File: src/rtl/interrupt_controller_pkg.sv
// Shared constants and types for the interrupt controller: register map,
// source limits and the bus handshake state encoding.
package interrupt_controller_pkg;

  localparam int MAX_SOURCES = 32;
  localparam int ID_WIDTH    = 6;

  localparam logic [3:0] IC_PENDING  = 4'h0;
  localparam logic [3:0] IC_ENABLE   = 4'h1;
  localparam logic [3:0] IC_CLAIM    = 4'h2;
  localparam logic [3:0] IC_COMPLETE = 4'h3;
  localparam logic [3:0] IC_RAW      = 4'h4;

  typedef enum logic [1:0] {
    BUS_IDLE,
    BUS_ACCESS,
    BUS_HOLD
  } bus_state_t;

endpackage

File: src/rtl/interrupt_priority_encoder.sv
// Fixed-priority encoder: reports the lowest set bit of the masked pending
// vector as index+1, so an id of 0 always means "nothing to service".
module interrupt_priority_encoder
  import interrupt_controller_pkg::*;
#(
  parameter int SOURCES = 8
) (
  input  logic [SOURCES-1:0]  pending,
  output logic                valid,
  output logic [ID_WIDTH-1:0] id
);

  // Scan from the top down so the lowest index is the last one written and wins.
  always_comb begin
    valid = 1'b0;
    id    = '0;
    for (int i = SOURCES - 1; i >= 0; i--) begin
      if (pending[i]) begin
        valid = 1'b1;
        id    = ID_WIDTH'(i + 1);
      end
    end
  end

endmodule

File: src/rtl/interrupt_controller.sv
// Interrupt controller: edge-latched pending bits, enable mask, fixed-priority
// claim/complete handshake and a request/ready register slave.
module interrupt_controller
  import interrupt_controller_pkg::*;
#(
  parameter int SOURCES = 8
) (
  input  logic               i_clock,
  input  logic               i_reset_n,
  input  logic [SOURCES-1:0] i_interrupt,
  input  logic               i_request,
  input  logic               i_rw,
  input  logic [3:0]         i_address,
  input  logic [31:0]        i_wdata,
  output logic [31:0]        o_rdata,
  output logic               o_ready,
  output logic               o_interrupt
);

  bus_state_t          state;
  bus_state_t          next_state;
  logic                request_q;
  logic                start;
  logic                do_access;
  logic                ready_next;

  logic [SOURCES-1:0]  pending;
  logic [SOURCES-1:0]  enable;
  logic [SOURCES-1:0]  prev;
  logic                in_service;
  logic [ID_WIDTH-1:0] active_id;

  logic [SOURCES-1:0]  masked;
  logic [SOURCES-1:0]  set_mask;
  logic [SOURCES-1:0]  clear_mask;
  logic [SOURCES-1:0]  claim_mask;
  logic                claim_valid;
  logic [ID_WIDTH-1:0] claim_id;
  logic                do_read;
  logic                do_write;
  logic                do_claim;
  logic                do_complete;
  logic [31:0]         read_value;
  logic                unused_wdata;

  assign unused_wdata = ^i_wdata;
  assign start        = i_request && !request_q;
  assign masked       = pending & enable;

  interrupt_priority_encoder #(
    .SOURCES (SOURCES)
  ) u_priority_encoder (
    .pending (masked),
    .valid   (claim_valid),
    .id      (claim_id)
  );

  always_ff @(posedge i_clock or negedge i_reset_n) begin
    if (!i_reset_n) begin
      state     <= BUS_IDLE;
      request_q <= 1'b0;
    end else begin
      state     <= next_state;
      request_q <= i_request;
    end
  end

  // The access happens one edge after the request rises; o_ready follows it.
  always_comb begin
    next_state = state;
    case (state)
      BUS_IDLE:   if (start) next_state = BUS_ACCESS;
      BUS_ACCESS: next_state = i_request ? BUS_HOLD : BUS_IDLE;
      BUS_HOLD:   if (!i_request) next_state = BUS_IDLE;
      default:    next_state = BUS_IDLE;
    endcase
  end

  always_comb begin
    do_access  = (state == BUS_ACCESS);
    ready_next = (next_state == BUS_HOLD);
  end

  assign do_read     = do_access && !i_rw;
  assign do_write    = do_access && i_rw;
  assign do_claim    = do_read && (i_address == IC_CLAIM) && claim_valid && !in_service;
  assign do_complete = do_write && (i_address == IC_COMPLETE) && in_service
                       && (i_wdata[ID_WIDTH-1:0] == active_id);

  always_comb begin
    claim_mask = '0;
    for (int i = 0; i < SOURCES; i++) begin
      claim_mask[i] = do_claim && (claim_id == ID_WIDTH'(i + 1));
    end
  end

  always_comb begin
    set_mask   = i_interrupt & ~prev;
    clear_mask = claim_mask;
    if (do_write && (i_address == IC_PENDING)) begin
      clear_mask = clear_mask | i_wdata[SOURCES-1:0];
    end
  end

  always_comb begin
    read_value = '0;
    case (i_address)
      IC_PENDING: read_value[SOURCES-1:0] = pending;
      IC_ENABLE:  read_value[SOURCES-1:0] = enable;
      IC_CLAIM:   if (claim_valid && !in_service) read_value[ID_WIDTH-1:0] = claim_id;
      IC_RAW:     read_value[SOURCES-1:0] = i_interrupt;
      default:    read_value = '0;
    endcase
  end

  // A new edge is OR-ed in after clearing so it survives a same-cycle clear.
  always_ff @(posedge i_clock or negedge i_reset_n) begin
    if (!i_reset_n) begin
      pending    <= '0;
      enable     <= '0;
      prev       <= '0;
      in_service <= 1'b0;
      active_id  <= '0;
    end else begin
      pending <= (pending & ~clear_mask) | set_mask;
      prev    <= i_interrupt;
      if (do_write && (i_address == IC_ENABLE)) begin
        enable <= i_wdata[SOURCES-1:0];
      end
      if (do_claim) begin
        in_service <= 1'b1;
        active_id  <= claim_id;
      end else if (do_complete) begin
        in_service <= 1'b0;
      end
    end
  end

  always_ff @(posedge i_clock or negedge i_reset_n) begin
    if (!i_reset_n) begin
      o_ready     <= 1'b0;
      o_rdata     <= '0;
      o_interrupt <= 1'b0;
    end else begin
      o_ready     <= ready_next;
      o_interrupt <= (|masked) && !in_service;
      if (do_access) begin
        o_rdata <= i_rw ? '0 : read_value;
      end else if (!ready_next) begin
        o_rdata <= '0;
      end
    end
  end

endmodule

File: config.mk
export PLATFORM = sky130hd
export DESIGN_NAME = interrupt_controller
export DESIGN_NICKNAME = d
export VERILOG_FILES = /design/src/rtl/interrupt_controller_pkg.sv /design/src/rtl/interrupt_priority_encoder.sv /design/src/rtl/interrupt_controller.sv
export SDC_FILE = /design/constraint.sdc
export NUM_CORES = 1
export LEC_CHECK = 0
export BUFFER_PORTS_ARGS = -buffer_cell sky130_fd_sc_hd__buf_4
export CAP_MARGIN = 15
export CORE_MARGIN = 2
export CORE_UTILIZATION = 53
export DETAILED_ROUTE_END_ITERATION = 6
export PLACE_DENSITY = 0.85
export SYNTH_ARGS = -nofsm -noshare
export SYNTH_HDL_FRONTEND = slang
export SYNTH_SLANG_ARGS = --single-unit
File: constraint.sdc
create_clock -name i_clock -period 5.05 [get_ports i_clock]
set_input_delay 0.505 -clock i_clock [delete_from_list [all_inputs] [get_ports i_clock]]
set_output_delay 0.505 -clock i_clock [all_outputs]
set_load 0.05 [all_outputs]
==> impl_metrics.toml, run 1 <==
[status]
run_status = "completed"

[synthesis]
ys_seq_area_frac = 0.4685
synth_edf_count = 0
async_flop_share = 1.000
synth_area_per_cell_sq_um = 10.48
ys_warn_count = 0
synth_largest_area_cell = "dfrtp_1"
synth_cell_types = 52
netlist.area_leader.share = 0.4685
synth_flop_cell = "dfrtp_1"
syn-cell-area_sq_mm = 0.002243
synth_top_cells_by_area = "dfrtp_1 47%, buf_4 8.4%, a222oi_1 3.6%"
synth_cells = 214
ys_seq_elements = 42

[clock_network]
h-tree-depth = 2
root_buffer = "clkbuf_8"
clk_latency_ns = 0.29
numCtsBuffers = 5
cts.sinks = 42
cts_hold_buf = 0
cts_buffer_depth = 2
cts_resized = 0
clkTransAtPathRegs_ns = 0.07
post_cts_buffers = 0
cts_tree = "yes"

[floorplanning]
design.core.area_sq_mm = 0.004029
die_y_um = 69.06
initial_core_util = 0.5568
dieWidth_um = 69.06
io_pins = 82
dieArea_sq_mm = 0.004769
rows = 23

[setup_path]
critPathMaxFanout = 6
cp.required_ns = 5.21
arrival_ns = 2.15
cp_cell_sequence = "a222oi_1 > nand4_1 > nor4_1 > o22ai_1"
crit_buf_inv = 0
end_kind = "flip-flop"
path_delay_family = "compound AO/OA/AOI/OAI gates"
start_kind = "flip-flop"
cp_slowest_cell = "a222oi_1"
slowest_delay_ns = 0.60
rrSetupSlack_ns = 3.05
critical_path_class = "reg2reg"

[global_route]
grt_pass1_vias = 1632
grt_start_max_net_pins = 43
antenna_found_initial = 0
overflow = 0
grt_usage = 0.2124
grt_pass1_wl_mm = 8.142

[drt]
drt_iter0_markers = 216
antenna_left = 0
wl_mm = 4.834
routedWlPerCell_um = 16.28
drc = 0
viasPerCell = 5.909
routed-via-count = 1755
first_pass_iters = 6

[placed_design]
place.gp.congestion = 0.9567
portBuffers = 33
dp_hpwl_mm = 3.682
placed_cells = 289

[cells_and_area]
final_layout_size_suffix_gt1_frac = 0.1984
register_area_sq_mm = 0.001051
nFillCells = 363
finalNetCount = 294
syn_to_final_growth_pct = 12.10
stdcell_count = 297
layout_commonest_cell = "dfrtp_1"
multi_input_area_sq_mm = 0.001028
final_cell_mix = "42 x dfrtp_1, 33 x buf_4, 24 x conb_1, 20 x nand2_1"
diodes = 0

[timing]
slew_violations = 0
setup_violations = 0
min_period_over_period = 0.3953
grt_setup_unrepaired = "no"
finalClockSkew_ns = 0.002683
max_slew_margin = 0.3920
fin_setup_tns_ns = 0
fmax_ghz = 0.5009
tightestPinTransition_ns = 0.9096
layout_min_cycle_time_ns = 1.996
finalHoldViolations = 0

[pwr]
power_density_mw_per_mm2 = 307.9
power.leakage_nw = 1.171
power_uw = 774.4
peakVddDrop_v = 0.0001999

[job]
drv_cap = 0

[min_path]
hold_class = "in2async"
## cells by family (layout without fill, tap and decap cells)
logic type / count (synthesis) / in the layout / share of synthesized area
flip-flops: 42 / 42 / 0.4685
AND/OR/NAND/NOR: 62 / 62 / 0.1690
multiplexers: 9 / 9 / 0.04462
XOR/XNOR: 4 / 4 / 0.01561
other: 1 / 24 / 0.001672
buffers and inverters: 40 / 50 / 0.1115
AO/OA/AOI/OAI: 56 / 56 / 0.1891
## cell usage after synthesis (all sizes together), types with 3 or more instances
cell type and n:
inv 9, xnor2 4, a22o 4, o21ai 11
a222oi 8, nand3 9, nor4 3, nor2 4
buf 29, mux2 8, nor4b 5, nor2b 3
a211oi 3, a22oi 4, dfrtp 42, o22ai 6
nand2 21, a2bb2oi 3, nand4 5
## path summary, 6_finish.rpt
path                                     start  cells past startpoint    endpoint
worst max register to register      pending[2]                      4  pending[6]
min in group i_clock            i_interrupt[0]                      1     prev[0]
worst max-delay path                pending[2]                      4  pending[6]
worst min-delay path                 i_reset_n                      1     prev[7]
max in group asynchronous            i_reset_n                      1  o_rdata[6]
worst min register to register       request_q                      1    state[0]
## layout make-up
cell class / count / area share
multi-input combinational: 155 / 0.4090
sequential: 42 / 0.4179
inverter: 9 / 0.01343
tap: 50 / 0.02488
clock buffer: 7 / 0.03433
clock inverter: 1 / 0.001990
timing repair buffer: 33 / 0.09851
## metrics by stage
step | setup WS [ns] | cell area (sq um) | hold WS (ns) | utilization
floorplan | 3.215 | 2330 | 0.2094 | -
global placement | 2.897 | 2424 | 0.3943 | 0.6016
detailed placement | 2.899 | 2424 | 0.4066 | 0.6016
CTS | 3.151 | 2515 | 0.2057 | 0.6242
global route | 3.025 | 2515 | 0.2269 | 0.6242
finish | 3.054 | 2515 | 0.1881 | 0.6242
## flip-flops by register name, summed over array words and instances, names as in the netlist
signal,cells
active_id,4
enable,8
in_service,1
o_interrupt,1
o_rdata,8
o_ready,1
pending,8
prev,8
request_q,1
state,2
## power breakdown
part | switching [mW] | total, mW | internal [mW]
clock network | 0.107 | 0.217 | 0.110
registers | 0.0187 | 0.375 | 0.356
logic | 0.126 | 0.183 | 0.0561
total | 0.252 | 0.774 | 0.523
## per-layer routing
layer | global-route usage | up-vias | share of wire
met5 | 0 | - | 0
met4 | 0.07190 | 0 | 0.012
met3 | 0.04971 | 7 | 0.079
met2 | 0.3088 | 91 | 0.46
met1 | 0.3129 | 842 | 0.45
li1 | - | 815 | -
Power figures use the tool's default switching activity.
==> inputs of run 2 (changes only) <==
- CORE_UTILIZATION: 53 -> 49
- PLACE_DENSITY: 0.85 -> 0.79
- clock period: 5.05 -> 2 ns (I/O delays scaled with it)
==> impl_metrics.toml, run 2 (synthesis results as in run 1) <==
[drt]
routedWlPerCell_um = 16.75
wl_mm = 5.143
viasPerCell = 5.906
antenna_left = 0
routed-via-count = 1813
first_pass_iters = 7
drt_iter0_markers = 230
drc = 0

[global_route]
met1_usage = 0.2982
grt_start_max_net_pins = 43
overflow = 0
antenna_found_initial = 0
busiest_layer = "met2"
met2_usage = 0.3313
grt_pass1_wl_mm = 8.487
grt_usage = 0.2153
met3_usage = 0.06048
grt_pass1_vias = 1754

[clock_network]
clk_latency_ns = 0.30
cts.sinks = 42
root_buffer = "clkbuf_8"
cts_tree = "yes"
cts_resized = 0
clkTransAtPathRegs_ns = 0.08
numCtsBuffers = 5
h-tree-depth = 2
cts_buffer_depth = 2

[timing]
finalHoldViolations = 0
slew_violations = 0
min_period_over_period = 0.8777
grt_setup_unrepaired = "no"
max_slew_margin = 0.6455
finalClockSkew_ns = 0.005847
tightestPinTransition_ns = 0.5282
fin_ws_ns = 0.2445
layout_min_cycle_time_ns = 1.755
setup_violations = 0
fmax_ghz = 0.5696
fin_setup_tns_ns = 0

[placed_design]
place.gp.congestion = 0.9179
dp_hpwl_mm = 3.794
place_ws_ns = 0.1189
portBuffers = 33
place_area_sq_mm = 0.002479

[setup_path]
start_kind = "flip-flop"
critPathMaxFanout = 6
end_kind = "flip-flop"
critical_path_class = "reg2reg"
cp.required_ns = 2.17
arrival_ns = 1.92

[floorplanning]
dieArea_sq_mm = 0.005136
design.core.area_sq_mm = 0.004384
die_y_um = 71.67
initial_core_util = 0.5117
dieWidth_um = 71.67
io_pins = 82
rows = 24

[job]
drv_cap = 0

[cells_and_area]
final_layout_size_suffix_gt1_frac = 0.2157
layout_commonest_cell = "dfrtp_1"
finish.instance_area_sq_mm = 0.002572
syn_to_final_growth_pct = 14.67
final_core_util = 0.5868
diodes = 0
final_cell_mix = "42 x dfrtp_1, 41 x buf_4, 24 x conb_1, 20 x nand2_1"
nFillCells = 399
finalNetCount = 303

[min_path]
hold_class = "in2reg"

[pwr]
power_density_mw_per_mm2 = 754.6
power.leakage_nw = 1.206
peakVddDrop_v = 0.0003290

[status]
run_status = "completed"
## run 2: cell types whose count changed in the layout (fill, tap and decap cells not counted), sizes merged
cell	change
buf	+8
clkinv	-1
dlygate4sd3	+1
## run 2: per-stage QoR
step | std cells | hold slack [ns] | power (mW)
after floorplan | 237 | -0.09559 | 1.316
after global placement | 298 | 0.2085 | 1.422
after CTS | 306 | 0.02394 | 1.934
after detailed placement | 298 | 0.2118 | 1.429
after global routing | 307 | 0.01584 | 2.030
final | 307 | 0.02193 | 1.941
## run 2: path summary, 6_finish.rpt
path | end | slack, ns | startpoint | cells after the start
worst max-delay path | pending[6] | 0.24 | pending[1] | 5
worst min-delay path | prev[1] | 0.02 | i_interrupt[1] | 1
worst max register to register | pending[6] | 0.24 | pending[1] | 5
worst min register to register | state[0] | 0.41 | request_q | 1
max in group asynchronous | prev[4] | 1.23 | i_reset_n | 2
min in group asynchronous | pending[0] | 0.42 | i_reset_n | 2
## run 2: routing by layer
layer	vias up	part of all wire	wire [um]
met5	-	0	0
met1	864	0.43	2211
met2	104	0.47	2409
met4	0	0.014	72
met3	11	0.087	450
li1	834	-	-
## run 2: what timing repair did
item | 4_1_cts | 5_1_grt
hold endpoints to repair | 42 | 0
endpoints found under the setup margin | 0 | 3
hold buffers | 1 | 0
buffers inserted | 0 | 1
## run 2: final cells by class
class	instances	area [sq um]	share of cell area
Tap cell	52	65.06	0.02529
Clock buffer	7	76.32	0.02967
Timing Repair Buffer	42	317.8	0.1235
Multi-Input combinational cell	155	1028	0.3998
Sequential cell	42	1051	0.4086
Inverter	9	33.78	0.01313
## run 2: critical path, stage by stage, from the launching register on
cell and delay (ns):
dfrtp_1 0.46, a222oi_1 0.30, buf_4 0.18, nand4_1 0.22
nor4_1 0.35, o22ai_1 0.11
## run 2: power breakdown
group	internal [mW]	switching (mW)
logic	0.159	0.331
clock network	0.240	0.270
registers	0.900	0.0420
total	1.30	0.642
==> inputs of run 3 (changes only) <==
- PLACE_DENSITY: 0.79 -> 0.85
==> impl_metrics.toml, run 3 (synthesis results as in run 1) <==
[cells_and_area]
final_layout_size_suffix_gt1_frac = 0.2227
stdcell_count = 308
finalNetCount = 303
syn_to_final_growth_pct = 15.34
nFillCells = 387
multi_input_area_sq_mm = 0.001028
diodes = 0
register_area_sq_mm = 0.001051
final_cell_mix = "42 x dfrtp_1, 41 x buf_4, 24 x conb_1, 20 x nand2_1"
layout_commonest_cell = "dfrtp_1"

[pwr]
power.leakage_nw = 1.216
peakVddDrop_v = 0.0003108
power_density_mw_per_mm2 = 770.3

[drt]
routedWlPerCell_um = 16.72
routed-via-count = 1825
drc = 0
first_pass_iters = 6
antenna_left = 0
wl_mm = 5.151
drt_iter0_markers = 189
viasPerCell = 5.925

[min_path]
hold_class = "in2reg"
min-delay-start = "i_interrupt[3]"
min_to = "prev[3]"
hold_depth = 1

[setup_path]
r2r_start = "pending[1]"
cp_cell_sequence = "a222oi_1 > buf_4 > nand4_1 > nor4_1 > o22ai_1"
reg2reg_to = "pending[6]"
rrSetupSlack_ns = 0.24
critical_path_class = "reg2reg"
end_kind = "flip-flop"
cp_slowest_cell = "dfrtp_1"
rr_worst_depth = 5
critPathMaxFanout = 6
slowest_delay_ns = 0.45
cp.required_ns = 2.16
start_kind = "flip-flop"
arrival_ns = 1.91

[clock_network]
numCtsBuffers = 5
h-tree-depth = 2
root_buffer = "clkbuf_8"
clkTransAtPathRegs_ns = 0.08
clk_latency_ns = 0.30
cts_tree = "yes"
cts_buffer_depth = 2
cts_resized = 0
cts.sinks = 42

[timing]
max_slew_margin = 0.6312
finalClockSkew_ns = 0.005254
grt_setup_unrepaired = "no"
finalHoldViolations = 0
setup_violations = 0
fmax_ghz = 0.5698
layout_min_cycle_time_ns = 1.755
slew_violations = 0
min_period_over_period = 0.8775
tightestPinTransition_ns = 0.5496
fin_setup_tns_ns = 0

[floorplanning]
initial_core_util = 0.5117
dieArea_sq_mm = 0.005136
design.core.area_sq_mm = 0.004384
dieWidth_um = 71.67
rows = 24
die_y_um = 71.67
io_pins = 82

[global_route]
met1_usage = 0.3175
antenna_found_initial = 0
grt_start_max_net_pins = 43
grt_pass1_vias = 1814
met2_usage = 0.3210
overflow = 0
busiest_layer = "met2"
met3_usage = 0.05345
grt_usage = 0.2161
grt_pass1_wl_mm = 8.673

[placed_design]
place.gp.congestion = 0.9303
portBuffers = 33
dp_hpwl_mm = 3.889
placed_cells = 298

[status]
run_status = "completed"

[job]
drv_cap = 0
## run 3: cell count changes in the layout (fill, tap and decap cells not counted)
cell / change
clkbuf_1: -1
clkbuf_8: +1
clkinv_2: +1
## run 3: how the worst max path moves through the flow
stage / start / to / slack (ns) / depth (start not counted)
finish: pending[1] / pending[6] / 0.24 / 5
CTS: pending[1] / pending[6] / 0.12 / 4
global placement: pending[1] / pending[6] / 0.18 / 4
detailed placement: pending[1] / pending[6] / 0.14 / 4
floorplan: state[1] / enable[0] / 0.40 / 5
global route: pending[2] / pending[6] / 0.16 / 5
## run 3: power breakdown
group          leakage (nW)  switching (mW)  internal, mW
logic                 0.656           0.330         0.159
registers             0.511          0.0421         0.899
clock network        0.0482           0.284         0.279
total                  1.22           0.656          1.34
## run 3: worst max-delay path, delay by kind of cell (launching register included)
family | cells | cell delay [ns]
AOI/OAI and AO/OA | 2 | 0.43
buffers and inverters | 1 | 0.18
DFF | 1 | 0.45
and+or+nand+nor | 2 | 0.55
## run 3: stage by stage
stage | area [sq um] | total power, mW | utilization | setup slack, ns | hold slack [ns]
finish | 2587 | 1.993 | 0.5902 | 0.2449 | 0.02270
global route | 2587 | 2.082 | 0.5902 | 0.1624 | 0.01206
CTS | 2580 | 1.989 | 0.5885 | 0.1220 | 0.02431
detailed placement | 2479 | 1.429 | 0.5654 | 0.1375 | 0.2154
global placement | 2479 | 1.420 | 0.5654 | 0.1760 | 0.2029
floorplan | 2330 | 1.316 | - | 0.3986 | -0.09559
## run 3: layout make-up
cell class	count	share of cell area
Clock buffer	7	0.03337
Tap cell	52	0.02515
Inverter	9	0.01306
Clock inverter	1	0.001934
Multi-Input combinational cell	155	0.3975
Timing Repair Buffer	42	0.1228
Sequential cell	42	0.4062
## run 3: metal layers
layer	share of wire	routed length [um]
met1	0.44	2271
met2	0.47	2409
met5	0	0
met3	0.082	423
met4	0.0089	46
## run 3: repair_timing
action                                  in CTS  in global routing
endpoints found under the setup margin       0                  2
buffers inserted                             0                  1
hold buffers                                 1                  0
hold endpoints to repair                    42                  0
